$ cat src/rtl/ikbd_link_pkg.sv
`default_nettype none
// +----------------------------------------------------------------------+
// | Module      : ikbd_link_pkg                                          |
// | Description : Shared constants and FSM state types for the IKBD      |
// |               serial link endpoint (8N1 framing, SCI bit timing).    |
// | Revision    : 1.0 - initial release                                  |
// +----------------------------------------------------------------------+
package ikbd_link_pkg;

    // clken ticks per serial bit; matches the MCU SCI 256-tick bit cell
    localparam int C_BIT_TICKS_DEF = 256;
    // start + 8 data + stop
    localparam int C_FRAME_BITS    = 10;
    localparam int C_DATA_BITS     = 8;

    typedef enum logic [2:0] {
        RX_IDLE  = 3'd0,
        RX_START = 3'd1,
        RX_DATA  = 3'd2,
        RX_STOP  = 3'd3,
        RX_BREAK = 3'd4
    } rx_state_e;

    typedef enum logic [0:0] {
        TX_IDLE  = 1'b0,
        TX_SHIFT = 1'b1
    } tx_state_e;

endpackage
`default_nettype wire

$ cat src/rtl/ikbd_sync_fifo.sv
`default_nettype none
// +----------------------------------------------------------------------+
// | Module      : ikbd_sync_fifo                                         |
// | Description : Show-ahead synchronous FIFO with occupancy output.     |
// |               A push into a full FIFO is accepted when a pop happens |
// |               on the same edge. Pops while empty are ignored.        |
// | Revision    : 1.0 - initial release                                  |
// +----------------------------------------------------------------------+
module ikbd_sync_fifo #(
    parameter int DEPTH = 8,
    parameter int WIDTH = 8
) (
    input  logic                     clk_i,
    input  logic                     rst_i,
    input  logic                     push_i,
    input  logic [WIDTH-1:0]         data_i,
    input  logic                     pop_i,
    output logic [WIDTH-1:0]         data_o,
    output logic                     empty_o,
    output logic                     full_o,
    output logic [$clog2(DEPTH):0]   level_o
);
    localparam int AW = $clog2(DEPTH);
    localparam int LW = AW + 1;

    logic [WIDTH-1:0] mem_q [DEPTH];
    logic [AW-1:0]    wr_ptr_q, rd_ptr_q;
    logic [LW-1:0]    level_q,  level_d;
    logic             w_push,   w_pop;

    assign empty_o = (level_q == '0);
    assign full_o  = (level_q == LW'(DEPTH));
    assign w_pop   = pop_i & ~empty_o;
    assign w_push  = push_i & (~full_o | w_pop);
    assign data_o  = mem_q[rd_ptr_q];
    assign level_o = level_q;

    // Occupancy follows the net effect of push and pop on this edge
    always_comb begin
        level_d = level_q;
        if (w_push && !w_pop) begin
            level_d = level_q + LW'(1);
        end else if (w_pop && !w_push) begin
            level_d = level_q - LW'(1);
        end
    end

    // Storage array; contents are don't-care until written
    always_ff @(posedge clk_i) begin
        if (w_push) begin
            mem_q[wr_ptr_q] <= data_i;
        end
    end

    // Pointers wrap naturally because DEPTH is a power of two
    always_ff @(posedge clk_i or posedge rst_i) begin
        if (rst_i) begin
            wr_ptr_q <= '0;
            rd_ptr_q <= '0;
            level_q  <= '0;
        end else begin
            if (w_push) wr_ptr_q <= wr_ptr_q + AW'(1);
            if (w_pop)  rd_ptr_q <= rd_ptr_q + AW'(1);
            level_q <= level_d;
        end
    end

endmodule
`default_nettype wire

$ cat src/rtl/ikbd_serial_bridge.sv
`default_nettype none
// +----------------------------------------------------------------------+
// | Module      : ikbd_serial_bridge                                     |
// | Description : Host-side IKBD link endpoint. Deserialises the MCU SCI |
// |               TX stream into a receive FIFO and serialises host      |
// |               bytes onto the MCU SCI RX pin, both on clken timing.   |
// | Revision    : 1.0 - initial release                                  |
// +----------------------------------------------------------------------+
module ikbd_serial_bridge
    import ikbd_link_pkg::*;
#(
    parameter int BIT_TICKS  = C_BIT_TICKS_DEF,
    parameter int FIFO_DEPTH = 8
) (
    input  logic                          CLKx2,
    input  logic                          mcu_rst,
    input  logic                          clken,
    input  logic                          ikbd_txd,
    output logic                          ikbd_rxd,
    output logic                          host_rvalid,
    output logic [7:0]                    host_rdata,
    input  logic                          host_rd,
    output logic                          host_wready,
    input  logic                          host_wr,
    input  logic [7:0]                    host_wdata,
    output logic                          rx_ovr,
    output logic                          rx_ferr,
    input  logic                          err_clr,
    output logic [$clog2(FIFO_DEPTH):0]   rx_level
);
    localparam int            TW          = $clog2(BIT_TICKS);
    localparam logic [TW-1:0] C_TICK_LAST = TW'(BIT_TICKS - 1);
    localparam logic [TW-1:0] C_TICK_HALF = TW'(BIT_TICKS / 2 - 1);

    // ---------------- input synchroniser ----------------
    logic [1:0] sync_q;
    logic       line_prev_q;
    logic       w_line, w_fall;

    assign w_line = sync_q[1];
    assign w_fall = line_prev_q & ~w_line;

    // Two-flop synchroniser plus one delayed copy for falling-edge detect
    always_ff @(posedge CLKx2 or posedge mcu_rst) begin
        if (mcu_rst) begin
            sync_q      <= 2'b11;
            line_prev_q <= 1'b1;
        end else begin
            sync_q      <= {sync_q[0], ikbd_txd};
            line_prev_q <= sync_q[1];
        end
    end

    // ---------------- receive path ----------------
    rx_state_e     rx_state_q, rx_state_d;
    logic [TW-1:0] rx_tick_q,  rx_tick_d;
    logic [2:0]    rx_bit_q,   rx_bit_d;
    logic [7:0]    rx_shift_q, rx_shift_d;
    logic          w_rx_push, w_ovr_set, w_ferr_set;
    logic          w_fifo_empty, w_fifo_full, w_pop;
    logic          rx_ovr_q, rx_ferr_q;

    assign w_pop = host_rd & ~w_fifo_empty;

    // RX next state: counts clken ticks, samples mid-bit, frames the byte
    always_comb begin
        rx_state_d = rx_state_q;
        rx_tick_d  = rx_tick_q;
        rx_bit_d   = rx_bit_q;
        rx_shift_d = rx_shift_q;
        w_rx_push  = 1'b0;
        w_ovr_set  = 1'b0;
        w_ferr_set = 1'b0;
        case (rx_state_q)
            RX_IDLE: begin
                if (w_fall) begin
                    rx_state_d = RX_START;
                    rx_tick_d  = '0;
                end
            end
            RX_START: begin
                if (clken) begin
                    if (rx_tick_q == C_TICK_HALF) begin
                        rx_tick_d = '0;
                        rx_bit_d  = '0;
                        // a high line at mid start bit was only a glitch
                        rx_state_d = w_line ? RX_IDLE : RX_DATA;
                    end else begin
                        rx_tick_d = rx_tick_q + TW'(1);
                    end
                end
            end
            RX_DATA: begin
                if (clken) begin
                    if (rx_tick_q == C_TICK_LAST) begin
                        rx_tick_d  = '0;
                        rx_shift_d = {w_line, rx_shift_q[7:1]};
                        if (rx_bit_q == 3'(C_DATA_BITS - 1)) begin
                            rx_state_d = RX_STOP;
                        end else begin
                            rx_bit_d = rx_bit_q + 3'd1;
                        end
                    end else begin
                        rx_tick_d = rx_tick_q + TW'(1);
                    end
                end
            end
            RX_STOP: begin
                if (clken) begin
                    if (rx_tick_q == C_TICK_LAST) begin
                        rx_tick_d = '0;
                        if (w_line) begin
                            rx_state_d = RX_IDLE;
                            // a pop on this same edge frees the slot
                            if (!w_fifo_full || w_pop) begin
                                w_rx_push = 1'b1;
                            end else begin
                                w_ovr_set = 1'b1;
                            end
                        end else begin
                            w_ferr_set = 1'b1;
                            rx_state_d = RX_BREAK;
                        end
                    end else begin
                        rx_tick_d = rx_tick_q + TW'(1);
                    end
                end
            end
            RX_BREAK: begin
                if (w_line) begin
                    rx_state_d = RX_IDLE;
                end
            end
            default: rx_state_d = RX_IDLE;
        endcase
    end

    // RX state register; reset discards any partial frame
    always_ff @(posedge CLKx2 or posedge mcu_rst) begin
        if (mcu_rst) begin
            rx_state_q <= RX_IDLE;
            rx_tick_q  <= '0;
            rx_bit_q   <= '0;
            rx_shift_q <= '0;
        end else begin
            rx_state_q <= rx_state_d;
            rx_tick_q  <= rx_tick_d;
            rx_bit_q   <= rx_bit_d;
            rx_shift_q <= rx_shift_d;
        end
    end

    // Sticky error flags; a new error on the clear edge keeps the flag set
    always_ff @(posedge CLKx2 or posedge mcu_rst) begin
        if (mcu_rst) begin
            rx_ovr_q  <= 1'b0;
            rx_ferr_q <= 1'b0;
        end else begin
            rx_ovr_q  <= (rx_ovr_q  & ~err_clr) | w_ovr_set;
            rx_ferr_q <= (rx_ferr_q & ~err_clr) | w_ferr_set;
        end
    end

    assign rx_ovr      = rx_ovr_q;
    assign rx_ferr     = rx_ferr_q;
    assign host_rvalid = ~w_fifo_empty;

    ikbd_sync_fifo #(
        .DEPTH (FIFO_DEPTH),
        .WIDTH (8)
    ) u_rx_fifo (
        .clk_i   (CLKx2),
        .rst_i   (mcu_rst),
        .push_i  (w_rx_push),
        .data_i  (rx_shift_q),
        .pop_i   (host_rd),
        .data_o  (host_rdata),
        .empty_o (w_fifo_empty),
        .full_o  (w_fifo_full),
        .level_o (rx_level)
    );

    // ---------------- transmit path ----------------
    // The shifter idles at all-ones so its LSB is directly the line driver.
    tx_state_e     tx_state_q, tx_state_d;
    logic [TW-1:0] tx_tick_q,  tx_tick_d;
    logic [3:0]    tx_bit_q,   tx_bit_d;
    logic [9:0]    tx_shift_q, tx_shift_d;
    logic [7:0]    hold_q,     hold_d;
    logic          hold_full_q, hold_full_d;
    logic          w_tx_load;

    assign host_wready = ~hold_full_q;
    assign ikbd_rxd    = tx_shift_q[0];

    // TX next state: holding register handshake, bit timing, frame chaining
    always_comb begin
        tx_state_d  = tx_state_q;
        tx_tick_d   = tx_tick_q;
        tx_bit_d    = tx_bit_q;
        tx_shift_d  = tx_shift_q;
        hold_d      = hold_q;
        hold_full_d = hold_full_q;
        w_tx_load   = 1'b0;
        if (host_wr && !hold_full_q) begin
            hold_d      = host_wdata;
            hold_full_d = 1'b1;
        end
        case (tx_state_q)
            TX_IDLE: begin
                w_tx_load = clken & hold_full_q;
            end
            TX_SHIFT: begin
                if (clken) begin
                    if (tx_tick_q == C_TICK_LAST) begin
                        tx_tick_d = '0;
                        if (tx_bit_q == 4'(C_FRAME_BITS - 1)) begin
                            // stop bit done: chain the next byte with no gap
                            if (hold_full_q) begin
                                w_tx_load = 1'b1;
                            end else begin
                                tx_state_d = TX_IDLE;
                            end
                        end else begin
                            tx_shift_d = {1'b1, tx_shift_q[9:1]};
                            tx_bit_d   = tx_bit_q + 4'd1;
                        end
                    end else begin
                        tx_tick_d = tx_tick_q + TW'(1);
                    end
                end
            end
            default: tx_state_d = TX_IDLE;
        endcase
        if (w_tx_load) begin
            tx_shift_d  = {1'b1, hold_q, 1'b0};
            tx_tick_d   = '0;
            tx_bit_d    = '0;
            tx_state_d  = TX_SHIFT;
            hold_full_d = 1'b0;
        end
    end

    // TX state register; reset returns the line to idle-high at once
    always_ff @(posedge CLKx2 or posedge mcu_rst) begin
        if (mcu_rst) begin
            tx_state_q  <= TX_IDLE;
            tx_tick_q   <= '0;
            tx_bit_q    <= '0;
            tx_shift_q  <= '1;
            hold_q      <= '0;
            hold_full_q <= 1'b0;
        end else begin
            tx_state_q  <= tx_state_d;
            tx_tick_q   <= tx_tick_d;
            tx_bit_q    <= tx_bit_d;
            tx_shift_q  <= tx_shift_d;
            hold_q      <= hold_d;
            hold_full_q <= hold_full_d;
        end
    end

endmodule
`default_nettype wire

$ cat config.mk
export PLATFORM = sky130hd
export DESIGN_NAME = ikbd_serial_bridge
export DESIGN_NICKNAME = d
export VERILOG_FILES = /design/src/rtl/ikbd_link_pkg.sv /design/src/rtl/ikbd_sync_fifo.sv /design/src/rtl/ikbd_serial_bridge.sv
export SDC_FILE = /design/constraint.sdc
export NUM_CORES = 1
export LEC_CHECK = 0
export CAP_MARGIN = 20
export CORE_UTILIZATION = 60
export DETAILED_ROUTE_END_ITERATION = 12
export GPL_TIMING_DRIVEN = 0
export PLACE_DENSITY_LB_ADDON = 0.3
export SYNTH_ARGS = -nofsm -noshare
export SYNTH_HDL_FRONTEND = slang
export SYNTH_HIERARCHICAL = 1
export SYNTH_SLANG_ARGS = --single-unit
$ cat constraint.sdc
create_clock -name CLKx2 -period 9.4 [get_ports CLKx2]
set_clock_uncertainty 0.2 [all_clocks]
set_input_delay 2.82 -clock CLKx2 [delete_from_list [all_inputs] [get_ports CLKx2]]
set_output_delay 2.82 -clock CLKx2 [all_outputs]
set_load 0.1 [all_outputs]
After elaboration in Yosys (flattened, before gate mapping)
Memories as Yosys holds them, arrays and structs flattened.
Index checks and enable logic that the tools add are counted.
{"block": "totals", "register_bits": 69, "ram_bits": 64, "wordCells": 155, "n_memories": 1}
{"memory": "u_rx_fifo.mem_q", "depth": 8, "width": 8, "read_ports": 1, "rd_ports_with_merged_regs": 0, "write_ports": 1, "line": "ikbd_sync_fifo.sv:26", "rtl": "logic [WIDTH-1:0] mem_q [DEPTH];"}
{"block": "op_classes", "add_sub_neg": 8, "n_eq_ne": 22, "muxes": 68, "n_bitwise": 15, "reduce_logical": 24}
{"cell": "8-bit two-way mux", "n": 9}
{"cell": "10-bit two-way mux", "n": 5}
{"cell": "3-bit two-way mux", "n": 15}
{"cell": "4-bit two-way mux", "n": 7}
{"cell": "1-bit two-way mux", "n": 27}
{"cell": "8-bit one-hot mux with 3 select lines", "n": 1}
{"cell": "2-bit != test (second input constant)", "n": 11}
{"cell": "8-bit by 1-bit adder with 8-bit output (second input constant)", "n": 2}
{"cell": "8-bit equality test (second input constant)", "n": 2}
{"cell": "3-bit one-hot mux with 5 select lines", "n": 1}
{"cell": "2-bit nonzero test", "n": 6}
{"cell": "3-bit by 1-bit adder with 3-bit output (second input constant)", "n": 3}
{"cell": "9-bit AND reduction", "n": 1}
{"cell": "4-bit by 1-bit adder with 4-bit output (second input constant)", "n": 2}
{"cell": "4-bit equality test (second input constant)", "n": 2}
{"cell": "8-bit by 7-bit equality test with 1-bit output (second input constant)", "n": 1}
{"cell": "4-bit AND reduction", "n": 2}
{"cell": "1-bit AND", "n": 6}
{"cell": "3-bit by 2-bit equality test with 1-bit output (second input constant)", "n": 2}
{"cell": "3-bit equality test (second input constant)", "n": 2}
{"cell": "1-bit inverter", "n": 6}
{"cell": "3-bit one-hot mux with 2 select lines", "n": 1}
{"cell": "6-bit AND reduction", "n": 1}
{"cell": "1-bit logical NOT", "n": 4}
{"cell": "other kinds (14)", "n": 18}

Longest topological paths before layout
{"block": "logic_depth", "depth_word": 14, "ltp_mapped": 15, "depth_no_buf": 13}

By module
The synthesis kept the hierarchy.
{"module": "ikbd_sync_fifo", "n_inst": 1, "cells_each": 156, "area_each_um2": 3066.7, "seq_area_each_um2": 2172.1}
{"module": "ikbd_serial_bridge", "n_inst": 1, "cells_each": 287, "area_each_um2": 2924.1, "seq_area_each_um2": 1466.4}

Least setup slack after synthesis
Ideal clock, no wire load.
{"block": "synth_path", "path_type": "input to register", "from": "in clken", "to": "reg u_rx_fifo.level_q[3] (netlist: u_rx_fifo/level_o[3])", "arrival_ns": 4.913, "required_time_ns": 9.063, "path_slack_ns": 4.150, "stages": 12, "n_path_buf": 1, "cell_sequence": "and3_1 -> buf_4 -> nand3_1 -> nor2b_1 -> o21ai_4 -> inv_2 -> ha_1 -> inv_1 -> ha_1 -> or4_1 -> nand3_1 -> o221ai_1"}
{"block": "synth_between", "elab_chain_cells": 6}
{"element": "from (decl)", "line": "ikbd_serial_bridge.sv:17", "rtl": "input logic clken,"}
{"element": "1-bit two-way mux *", "line": "ikbd_serial_bridge.sv:109", "rtl": "if (clken) begin"}
{"element": "1-bit two-way mux *", "line": "ikbd_serial_bridge.sv:74", "rtl": "case (rx_state_q)"}
{"element": "net w_rx_push", "line": "ikbd_serial_bridge.sv:59", "rtl": "logic w_rx_push, w_ovr_set, w_ferr_set;"}
{"element": "1-bit AND *", "line": "ikbd_sync_fifo.sv:34", "rtl": "assign w_push = push_i & (~full_o | w_pop);"}
{"element": "net u_rx_fifo.w_push", "line": "ikbd_sync_fifo.sv:29", "rtl": "logic w_push, w_pop;"}
{"element": "1-bit logical NOT", "line": "ikbd_sync_fifo.sv:43", "rtl": "end else if (w_pop && !w_push) begin"}
{"element": "1-bit logical AND", "line": "ikbd_sync_fifo.sv:43"}
{"element": "2-bit nonzero test (no line)"}
{"element": "to (signal assigned)", "line": "ikbd_sync_fifo.sv:64", "rtl": "level_q <= level_d;"}
{"element": "to (decl)", "line": "ikbd_sync_fifo.sv:28", "rtl": "logic [LW-1:0] level_q, level_d;"}
The timed path passes the listed nets; every way through them passes the cells marked *.
A chain may end at the register's enable or synchronous reset.

Worst setup path after layout
{"block": "layout_path", "from": "reg u_rx_fifo.rd_ptr_q[1]", "to": "out host_rdata[2]"}
{"block": "layout_between", "elab_chain_cells": 1}
{"element": "from (decl)", "line": "ikbd_sync_fifo.sv:27", "rtl": "logic [AW-1:0] wr_ptr_q, rd_ptr_q;"}
{"element": "from (signal assigned)", "line": "ikbd_sync_fifo.sv:63", "rtl": "if (w_pop) rd_ptr_q <= rd_ptr_q + AW'(1);"}
{"element": "memory read 8 x 8 bit"}
{"element": "to (decl)", "line": "ikbd_serial_bridge.sv:21", "rtl": "output logic [7:0] host_rdata,"}
No other way between the ends.

==> metrics.yaml <==
status:
  outcome: "finished clean"
timing:
  period_share_pct: 67.9
  tightest_slew_ps: 1020
  fin_crit_ps: 6380
  setup_viol: 0
  tns_ps: 0
  final-hold-violation-count: 0
  fin_ws_ps: 3020
  rsz0062_at_grt: "false"
  relSlewSlack_pct: 31.8
  slew_violations: 0
  fmax_ghz: 0.157
clocking:
  clkSinkCount: 132
  clk_path_buf_depth: 2
  clockRootBuffer: "clkbuf_8"
  cts_setup_buffers: 0
  clock_latency_ps: 510
  clk_pin_slew_ps: 60
  cts_tree: "built"
  cts_resized: 0
  cts_htree_levels: 4
  hold_buffers: 0
  cts_buffers: 17
setup_path:
  startpoint: "u_rx_fifo/rd_ptr_q[1]"
  startpoint_type: "flip-flop"
  r2r_setup_slack_ps: 5670
  endpoint_kind: "primary output"
  r2r-start: "rx_tick_q[0]"
  worst-endpoint-required_ps: 6380
  critical_path.max_fanout: 10
  worstPathArrival_ps: 3360
  path_class: "flip-flop to primary output"
power:
  total_power_mw: 1.41
  powerDensity_nw_per_um2: 199
  p_leak_nw: 2.90
  ir_drop_uv: 151
place:
  dp_slack_ps: 3160
  dp.cells: 613
  io_buffers: 31
  placed_area_sq_um: 6530
  dpl.hpwl_um: 8110
  routabilityCongestion: 0.862
route:
  firstDrtPassIters: 4
  vias: 3899
  drtAntennaViolNets: 0
  wl_per_cell_um: 19.0
  drcViolationCount: 0
  detail_route.vias_per_cell: 6.04
  wl_um: 12300
  drtIter0Drc: 202
yosys:
  netlist_instances: 443
  synth_ff_type: "edfxtp_1"
  synthArstFlopShare_pct: 51.5
  syn_nets: 470
  synth_top_cell_by_area: "edfxtp_1"
  yosys.area.top_type_share_pct: 32.1
  synth_area_sq_um: 5990
  ys_types: 61
  synth_common_cells: "edfxtp_1 (64), dfrtp_1 (56), mux2_2 (26), o21ai_0 (25), nor2_1 (21)"
  synth.most_common_cell: "edfxtp_1"
  synth_area_leaders: "edfxtp_1 (32%), dfrtp_1 (23%), mux4_2 (6.0%), dfstp_2 (5.3%), mux2_2 (4.9%)"
  ys_seq_area_share_pct: 60.7
  ys_ff_latch: 132
  syn_avg_cell_area_sq_um: 13.5
  synth_edf_count: 64
  yosys_warnings: 6
global_route:
  grt_usage_pct: 26.2
  first_global_vias: 3850
  grt_pass1_wl_um: 19900
  antenna_found_initial: 0
  grt_overflow_total: 0
  grt_max_degree: 44
floorplanning:
  die_h_um: 102
  die_w_um: 102
  initial_core_util_pct: 61.6
  io_pins: 32
  std_cell_rows: 36
  core-area_sq_um: 9730
  die_area_sq_um: 10400
cells_and_area:
  layoutNonFillerInstCount: 645
  syn2layout_area_growth_pct: 18.1
  design_area_sq_um: 7080
  antenna_cells: 0
  drive_gt1_share_pct: 22.1
  nets: 526
job:
  cap_violations: 0
min_path:
  min_from: "sync_q[0]"
  hp-class: "flip-flop to flip-flop"
==> sequential cells by signal, summed over array words and instances (netlist names), 4 cells and up <==
name               flops
u_rx_fifo/level_o      4
u_rx_fifo/mem_q       64
rx_tick_q              8
tx_tick_q              8
rx_shift_q             8
tx_bit_q               4
tx_shift_q             9
hold_q                 8
==> cells by family after synthesis <==
logic type,count (synthesis),share of synthesized area [%]
xor gates and xnor gates,9,1.32
AOI/OAI and AO/OA,84,9.44
and+or+nand+nor,115,10.6
adders and majority gates,12,2.63
buffers and inverters,42,3.01
muxes,49,12.2
DFF,132,60.7
==> layout by cell type, fill, tap and decap left out, types with 4 or more instances in the layout <==
master | netlist | routed
o22ai_1 | 5 | 5
a21oi_1 | 10 | 10
a31oi_1 | 13 | 13
dfrtp_1 | 56 | 56
inv_6 | 0 | 7
ha_1 | 11 | 11
nand3b_1 | 6 | 6
clkdlybuf4s50_1 | 0 | 31
mux2_2 | 26 | 26
buf_2 | 5 | 7
nand4_1 | 16 | 16
nand3_1 | 14 | 14
nor2_1 | 21 | 21
dfstp_2 | 12 | 12
clkbuf_1 | 12 | 12
mux2i_1 | 5 | 5
nor3_1 | 7 | 7
mux4_2 | 16 | 16
edfxtp_1 | 64 | 64
nor2b_1 | 4 | 4
buf_4 | 2 | 5
clkbuf_16 | 0 | 16
xnor2_1 | 8 | 8
o21ai_0 | 25 | 25
or3_1 | 6 | 6
inv_1 | 19 | 18
nand2_1 | 19 | 19
and3_1 | 4 | 4
==> final cells by class <==
type,instances,area [sq um]
inverters,20,75.1
well taps,133,166
multi-input cells,269,2180
fillers,668,2650
flip-flops and latches,132,3640
clock buffers,17,414
clock inverters,15,138
repair buffers,37,363
plain buffers,22,105
==> stage by stage <==
step                      hold slack (ps)  util (%)
after floorplan                       145         -
after global placement                147      66.5
after detailed placement              147      67.1
after CTS                             156      72.7
after global routing                  162      72.7
final                                 156      72.7
==> worst max-delay path, cell delays in order (launching register included) <==
cell and delay [ps]:
dfrtp_1 350, buf_2 250, clkbuf_1 570, mux4_2 410
mux2_2 290, clkdlybuf4s50_1 980
==> where the power goes <==
part           internal [mW]  leakage, nW  switching, mW
Combinational         0.0518         1.06         0.0599
Sequential             0.654         1.58         0.0396
Clock                  0.335        0.268          0.270
Total                   1.04         2.90          0.369
==> path summary, 6_finish.rpt <==
check | depth (start not counted) | to
max reg2reg | 15 | u_rx_fifo/level_o[3]
max | 5 | host_rdata[2]
min reg2reg | 0 | sync_q[1]
min in group asynchronous | 2 | tx_tick_q[1]
max in group asynchronous | 3 | sync_q[1]
min | 0 | sync_q[1]
==> per-layer routing <==
layer | GRT usage, % | wire, um | up-vias
met1 | 31.2 | 4920 | 1953
met4 | 9.23 | 224 | 0
met3 | 6.98 | 644 | 18
met2 | 46.2 | 6500 | 110
met5 | 0 | 0 | -
li1 | - | - | 1818
(Power assumes the default switching activity.)
